===== config.mk =====
export PLATFORM = sky130hd
export DESIGN_NAME = result_drain_m_axis
export DESIGN_NICKNAME = d
export VERILOG_FILES = /design/src/rtl/result_drain_m_axis.sv
export SDC_FILE = /design/constraint.sdc
export NUM_CORES = 1
export LEC_CHECK = 0
export ABC_AREA = 1
export ABC_CLOCK_PERIOD_IN_PS = 3100
export CORE_AREA = 5 5 113 115
export CTS_CLUSTER_SIZE = 10
export DETAILED_ROUTE_END_ITERATION = 12
export DIE_AREA = 0 0 118 120
export GPL_ROUTABILITY_DRIVEN = 0
export PLACE_DENSITY = 0.75
export SLEW_MARGIN = 5
export SYNTH_ARGS = -nofsm -noshare
export SYNTH_HDL_FRONTEND = slang
export SYNTH_SLANG_ARGS = --single-unit

===== constraint.sdc =====
create_clock -name M_AXIS_ACLK -period 3.1 [get_ports M_AXIS_ACLK]
set_clock_uncertainty 0.2 [all_clocks]
set_input_delay 0.465 -clock M_AXIS_ACLK [delete_from_list [all_inputs] [get_ports M_AXIS_ACLK]]
set_output_delay 0.465 -clock M_AXIS_ACLK [all_outputs]
set_load 0.01 [all_outputs]

===== src/rtl/result_drain_m_axis.sv =====
// AXI-Stream master that drains the result BRAM (addresses 0..word_count-1) to the S2MM DMA path.
// A 2-entry skid FIFO plus the single in-flight BRAM read absorb TREADY backpressure.
module result_drain_m_axis #(
    parameter int BRAM_DEPTH           = 10,
    parameter int C_M_AXIS_TDATA_WIDTH = 32
) (
    input  logic                                M_AXIS_ACLK,
    input  logic                                M_AXIS_ARESET,
    input  logic                                start,
    input  logic [BRAM_DEPTH:0]                 word_count,
    output logic                                busy,
    output logic                                done,
    output logic [BRAM_DEPTH-1:0]               res_addr,
    output logic                                res_en,
    input  logic [C_M_AXIS_TDATA_WIDTH-1:0]     res_dout,
    output logic                                M_AXIS_TVALID,
    output logic [C_M_AXIS_TDATA_WIDTH-1:0]     M_AXIS_TDATA,
    output logic [C_M_AXIS_TDATA_WIDTH/8-1:0]   M_AXIS_TSTRB,
    output logic                                M_AXIS_TLAST,
    input  logic                                M_AXIS_TREADY
);

    typedef enum logic [1:0] {
        ST_IDLE   = 2'd0,
        ST_STREAM = 2'd1,
        ST_DONE   = 2'd2
    } state_t;

    state_t                          state_reg;
    state_t                          state_next;
    logic [BRAM_DEPTH:0]             count_reg;
    logic [BRAM_DEPTH:0]             rd_ptr_reg;
    logic                            inflight_reg;
    logic                            inflight_last_reg;
    logic [C_M_AXIS_TDATA_WIDTH-1:0] fifo_data_reg [2];
    logic                            fifo_last_reg [2];
    logic                            fifo_wr_ptr_reg;
    logic                            fifo_rd_ptr_reg;
    logic [1:0]                      fifo_occ_reg;

    logic                            start_accept;
    logic                            pop;
    logic                            fifo_push;
    logic                            fifo_pop;
    logic                            issue_last;
    logic [2:0]                      queue_depth;

    // The in-flight read is the tail of the visible queue: when the FIFO is
    // empty the BRAM output is presented directly, giving TVALID two cycles after start.
    assign M_AXIS_TVALID = (fifo_occ_reg != 2'd0) || inflight_reg;
    assign M_AXIS_TDATA  = (fifo_occ_reg != 2'd0) ? fifo_data_reg[fifo_rd_ptr_reg] :
                           inflight_reg           ? res_dout : '0;
    assign M_AXIS_TLAST  = (fifo_occ_reg != 2'd0) ? fifo_last_reg[fifo_rd_ptr_reg] :
                           inflight_reg           ? inflight_last_reg : 1'b0;
    assign M_AXIS_TSTRB  = '1;

    assign pop          = M_AXIS_TVALID && M_AXIS_TREADY;
    assign start_accept = (state_reg == ST_IDLE) && start;
    assign fifo_push    = inflight_reg && !((fifo_occ_reg == 2'd0) && pop);
    assign fifo_pop     = pop && (fifo_occ_reg != 2'd0);
    assign queue_depth  = {1'b0, fifo_occ_reg} + {2'b0, inflight_reg} - {2'b0, pop};
    assign issue_last   = (rd_ptr_reg == count_reg - {{BRAM_DEPTH{1'b0}}, 1'b1});
    assign res_addr     = rd_ptr_reg[BRAM_DEPTH-1:0];

    always_ff @(posedge M_AXIS_ACLK or posedge M_AXIS_ARESET) begin
        if (M_AXIS_ARESET) begin
            state_reg <= ST_IDLE;
        end else begin
            state_reg <= state_next;
        end
    end

    always_comb begin
        state_next = state_reg;
        case (state_reg)
            ST_IDLE: begin
                if (start) begin
                    state_next = (word_count == '0) ? ST_DONE : ST_STREAM;
                end
            end
            ST_STREAM: begin
                if (pop && M_AXIS_TLAST) begin
                    state_next = ST_DONE;
                end
            end
            ST_DONE:  state_next = ST_IDLE;
            default:  state_next = ST_IDLE;
        endcase
    end

    // Issue only while the queue (FIFO + in-flight, net of this cycle's pop) has room.
    always_comb begin
        busy   = 1'b0;
        done   = 1'b0;
        res_en = 1'b0;
        case (state_reg)
            ST_STREAM: begin
                busy   = 1'b1;
                res_en = (rd_ptr_reg < count_reg) && (queue_depth < 3'd2);
            end
            ST_DONE: begin
                busy = 1'b1;
                done = 1'b1;
            end
            default: ;
        endcase
    end

    always_ff @(posedge M_AXIS_ACLK or posedge M_AXIS_ARESET) begin
        if (M_AXIS_ARESET) begin
            count_reg         <= '0;
            rd_ptr_reg        <= '0;
            inflight_reg      <= 1'b0;
            inflight_last_reg <= 1'b0;
            fifo_wr_ptr_reg   <= 1'b0;
            fifo_rd_ptr_reg   <= 1'b0;
            fifo_occ_reg      <= 2'd0;
        end else begin
            if (start_accept) begin
                count_reg  <= word_count;
                rd_ptr_reg <= '0;
            end else if (res_en) begin
                rd_ptr_reg <= rd_ptr_reg + 1'b1;
            end
            inflight_reg      <= res_en;
            inflight_last_reg <= res_en && issue_last;
            if (fifo_push) begin
                fifo_wr_ptr_reg <= ~fifo_wr_ptr_reg;
            end
            if (fifo_pop) begin
                fifo_rd_ptr_reg <= ~fifo_rd_ptr_reg;
            end
            fifo_occ_reg <= fifo_occ_reg + {1'b0, fifo_push} - {1'b0, fifo_pop};
        end
    end

    genvar gi;
    generate
        for (gi = 0; gi < 2; gi++) begin : g_fifo_entry
            always_ff @(posedge M_AXIS_ACLK or posedge M_AXIS_ARESET) begin
                if (M_AXIS_ARESET) begin
                    fifo_data_reg[gi] <= '0;
                    fifo_last_reg[gi] <= 1'b0;
                end else if (fifo_push && (fifo_wr_ptr_reg == 1'(gi))) begin
                    fifo_data_reg[gi] <= res_dout;
                    fifo_last_reg[gi] <= inflight_last_reg;
                end
            end
        end
    endgenerate

endmodule


# Yosys cells after proc, flatten, opt, wreduce, memory -nomap -nowiden
# Index checks and enable logic that the tools add are counted.
# totals
latchBits,0
out_inout_bits,51
rom_bits,0
regBits,96
elab_cells,67
mem_count,0
inputBits,47
ramBits,0
# op_classes
mul,0
addsub,6
n_div,0
shifts,0
muxes,19
n_eq_ne,5
n_lt_le_gt_ge,3
bitwise_logic,3
reduce_logical,19
# op_table
cell,count
two-way mux 32 bit,5
two-way mux 11 bit,2
"adder 11 x 1 -> 11 bit, second input constant",1
== test 11 bit,1
zero test 11 bit,1
less-than comparator 11 bit,1
"subtractor 11 x 1 -> 11 bit, second input constant",1
logical AND 1 bit,10
two-way mux 1 bit,8
two-way mux 2 bit,3
zero test 2 bit,2
"!= test 2 bit, second input constant",2
one-hot mux 2 bit (2 select lines),1
nonzero test 2 bit,2
adder 2 x 1 -> 3 bit,1
"less-than comparator 3 x 2 -> 1 bit, second input constant",1
subtractor 3 x 1 -> 3 bit,1
adder 2 x 1 -> 2 bit,1
"== test 2 x 1 -> 1 bit, second input constant",1
"== test 2 bit, second input constant",1
"greater-or-equal comparator 2 bit, second input constant",1
inverter 1 bit,2
inverter 1 -> 2 bit,1
AND reduction 2 bit,1
4 further kinds,4

# Longest topological paths before layout
# logic_depth
ltp_word,9
mapped_depth,18
ltp_nobuf,17

# Least setup slack after synthesis
# Ideal clock, no wire load.
# synth_path
path_kind,reg-to-output
start,reg fifo_occ_reg[1]
end,out res_en
required_ns,2.435
path_slack_ns,0.198
n_path_buf,2
t_arrival_ns,2.237
path_stages_with_launch,15
path_cell_list,dfrtp_1 > nor2_2 > buf_6 > a21oi_1 > inv_1 > nor2_1 > o21ai_0 > fa_1 > nand2_1 > nor2_1 > nand3_1 > nor2_2 > nand2_2 > nor2_4 > buf_6
# synth_between
elab_chain_cells,7
word_cells_on_any_way,8
classes_between,add/sub: 2; order compare: 1; mux: 1; reduce/logical: 4
# synth_lines
element,line,source
start: declaration,39,logic [1:0] fifo_occ_reg;
start signal: assignment,133,"fifo_occ_reg <= fifo_occ_reg + {1'b0, fifo_push} - {1'b0, fifo_pop};"
"parallel branches: the longest is 3 deep, another holds adder 2 x 1 -> 3 bit",--,
subtractor 3 x 1 -> 3 bit (*),61,"assign queue_depth = {1'b0, fifo_occ_reg} + {2'b0, inflight_reg} - {2'b0, pop};"
less-than comparator 3 x 2 -> 1 bit (*),99,res_en = (rd_ptr_reg < count_reg) && (queue_depth < 3'd2);
logical AND 1 bit (*),99,
two-way mux 1 bit (*),96,case (state_reg)
end: declaration,14,"output logic res_en,"
# Every way passes the cells marked *.

# Worst setup path in the final report
# layout_path
start,reg fifo_occ_reg[0]
end,out res_en
# Same word-level chain as after synthesis.

==> results by group <==
Placement
  – IO buf count: 93
  – Area post-placement: ~6500 µm²
  – Hpwl dp: 9.45 mm
  – Setup slack at placement: -0.602 ns
  – Placed Cells: 910

Yosys
  – Post-synth EDFFs: 0
  – Post-synth top cells: nand2_1, dfrtp_1, inv_1, nor2_1, o21ai_0
  – Cell variety after synth: 34
  – Post-Syn Area: 5400 µm²
  – Area leader, netlist: dfrtp_1
  – Syn avg cell area: 7.83 µm²
  – Sequential area share after synthesis: 44.5%
  – #FFs+latches synth: 96
  – Dominant synthesized flop cell: dfrtp_1
  – Count leader, synth: nand2_1
  – Synth Warn #: 0
  – Area contributors post-synth: dfrtp_1, nand2_1, inv_1
  – Share of the synthesized area in the top cell type: between 40% and 50%
  – Mapped Cells: about 700
  – Fraction of registers with async set/reset: 100%

Global routing
  – Initial antenna violation count: 0
  – Tot GR Track Use: 19.2%
  – Largest net degree at the start of global routing: just under 70
  – Grt ovf: 0
  – Number of global-route vias before repair: 4926
  – Global-route wire length before repair: 22.8 mm

Setup path
  – Critical Path RT: 2.43 ns
  – FF-to-FF Start: fifo_occ_reg[0]$_DFF_PP0_
  – Worst Path Class, Setup: reg2out
  – CP Data Arrival Time: roughly 2.4 ns
  – Crit. Startpoint: fifo_occ_reg[0]$_DFF_PP0_
  – Setup crit end kind: primary output
  – Crit path max fanout: 2
  – Startpoint Class: flip-flop

Die
  – Die width: 118 µm
  – Initial Utilization: a little under half
  – Die height: 120 µm
  – Ports: 98
  – Die area: ~14000 µm²
  – Core area: around 12000 µm²
  – FP Rows: 40

Drt
  – WL per Instance: about 14 µm
  – DR DRC count: 0
  – Via count: 4903
  – Met2 WL post-DR: 6.82 mm
  – Met3 routed WL: slightly below 700 µm
  – Top layer in use: met4
  – Vias per cell: 5.27
  – Final ANT Viol Nets: 0
  – Wl on met1: 5.67 mm
  – Drt pass-1 iters: 5
  – DRT iter0 DRCs: approximately 500
  – Final wirelength: 13.4 mm

Pwr
  – Tot Pwr: 6540 µW
  – Leak: roughly 0.0033 µW
  – Pwr Density: 958 nW/µm²
  – Peak supply drop: 0.559 mV

Finish
  – Area grow syn2layout: 26.5%
  – Non-filler instance count after layout: 931
  – Design area: 6820 µm²
  – Max reg flops: 64
  – Fillers: 1047
  – Antenna diodes: 0
  – Post-layout nets: 845
  – Share of layout cells above drive strength 1: around 8.5%

Clocking
  – Clock sink total: 96
  – Reg clk slew, reported paths: 0.08 ns
  – CTS max path bufs: 2
  – Cts bufs inserted: 9
  – CTS Root Cell: clkbuf_16
  – Clk Latency, worst-skew pair: between 0.3 and 0.4 ns
  – CTS tree: done
  – Cts hold-fix bufs: 0
  – H-tree Lvls: 3

Timing
  – Final setup fails: 0
  – Fmax achieved: 324 MHz
  – RSZ-0062 raised after global routing: true
  – Slew margin rel.: 50.3%
  – Post-layout minimum cycle time: 3.09 ns
  – Slew Limit Fails: 0
  – Final Hold Vio Count: 0
  – Actual slew at the worst max-slew pin: 0.746 ns
  – Smallest setup slack after layout: 0.0109 ns
  – Fin crit share: 99.6%
  – Setup TNS: 0 ns

Hold path
  – Hold WC Path Type: reg2reg
  – Hold Startpoint: fifo_data_reg[23]$_DFFE_PP0P_

Run status
  – Status: complete, no violations

Run
  – Total of max-cap violations: 0
-- layout make-up --
type                       instances  area (µm²)  share of cell area [%]
multi-input combinational        459        2400                    35.2
timing repair buffer             122        1180                    17.3
sequential                        96        2400                    35.2
inverter                          91         345                    5.06
clock buffer                       9         225                    3.30
clock inverter                     7        86.3                    1.27
tap                              147         184                    2.70
-- path summary, 6_finish.rpt --
path                       slack (ns)  cells after the start                             to
setup / recovery                 0.01                     13                         res_en
max in group asynchronous        1.64                      3  fifo_data_reg[48]$_DFFE_PP0P_
min in group asynchronous        0.35                      2  fifo_data_reg[58]$_DFFE_PP0P_
setup reg to reg                 0.13                     17      rd_ptr_reg[1]$_DFFE_PP0P_
hold / removal                   0.29                      2  fifo_data_reg[23]$_DFFE_PP0P_
hold reg to reg                  0.29                      2  fifo_data_reg[23]$_DFFE_PP0P_
-- critical path, cell delays in order (launching register included) --
cell and delay [ns]:
dfrtp_1 0.41, nor2_4 0.14, a21oi_2 0.07, inv_1 0.07, nor2_2 0.05, buf_4 0.13
fa_1 0.50, nand2_1 0.05, nor2_1 0.08, nand3_1 0.10, nor2_2 0.18, nand2_2 0.10
nor2_4 0.10, buf_6 0.11
-- power breakdown --
group / internal (µW) / total, µW / switching, µW
clock network: 644 / 1160 / 511
registers: 1710 / 2010 / 295
logic: 1590 / 3380 / 1790
-- placed cells by master, fill, tap and decap left out, types with 4 or more instances in the layout --
| cell type | Yosys | routed |
|---|---|---|
| nand2_1 | 146 | 146 |
| buf_4 | 15 | 25 |
| nor2_1 | 90 | 89 |
| a21oi_1 | 8 | 7 |
| o32ai_1 | 32 | 32 |
| nand4_1 | 12 | 12 |
| xnor2_1 | 4 | 4 |
| clkbuf_16 | 0 | 9 |
| clkdlybuf4s50_1 | 0 | 91 |
| dfrtp_1 | 96 | 96 |
| conb_1 | 1 | 4 |
| o21ai_0 | 60 | 58 |
| o21ai_2 | 6 | 7 |
| inv_1 | 90 | 88 |
| o21ai_1 | 27 | 28 |
| ha_1 | 18 | 18 |
| nand3_1 | 32 | 31 |
-- routing by layer --
layer  global-route usage [%]  vias up
met5                        0        -
met4                     6.88        0
met3                     4.15       21
met2                     33.0      145
met1                     23.8     2327
li1                         -     2410
-- cell families (layout without fill, tap and decap cells) --
family          Yosys count  after routing  synth area share, %
other cells               1              4               0.0695
compound gates          137            137                 15.5
buf+inv                 137            229                 11.6
xor+xnor                  8              8                 1.55
simple gates            291            291                 22.2
flops                    96             96                 44.5
fa+ha+maj                19             19                 4.55
-- repair_timing --
| action | in CTS | in global routing |
|---|---|---|
| buffers inserted | 4 | 1 |
| pin swaps | 3 | 5 |
| endpoints found under the hold margin | 0 | 0 |
| endpoints found under the setup margin | 12 | 35 |
| resized for setup | 11 | 3 |
-- metrics by stage --
stage	utilization, %	hold WS, ns
final	58.3	0.291
after global routing	58.3	0.309
after CTS	58.1	0.293
after detailed placement	55.1	0.275
after global placement	55.1	0.265
after floorplan	-	0.253
Power figures use the tool's default switching activity.
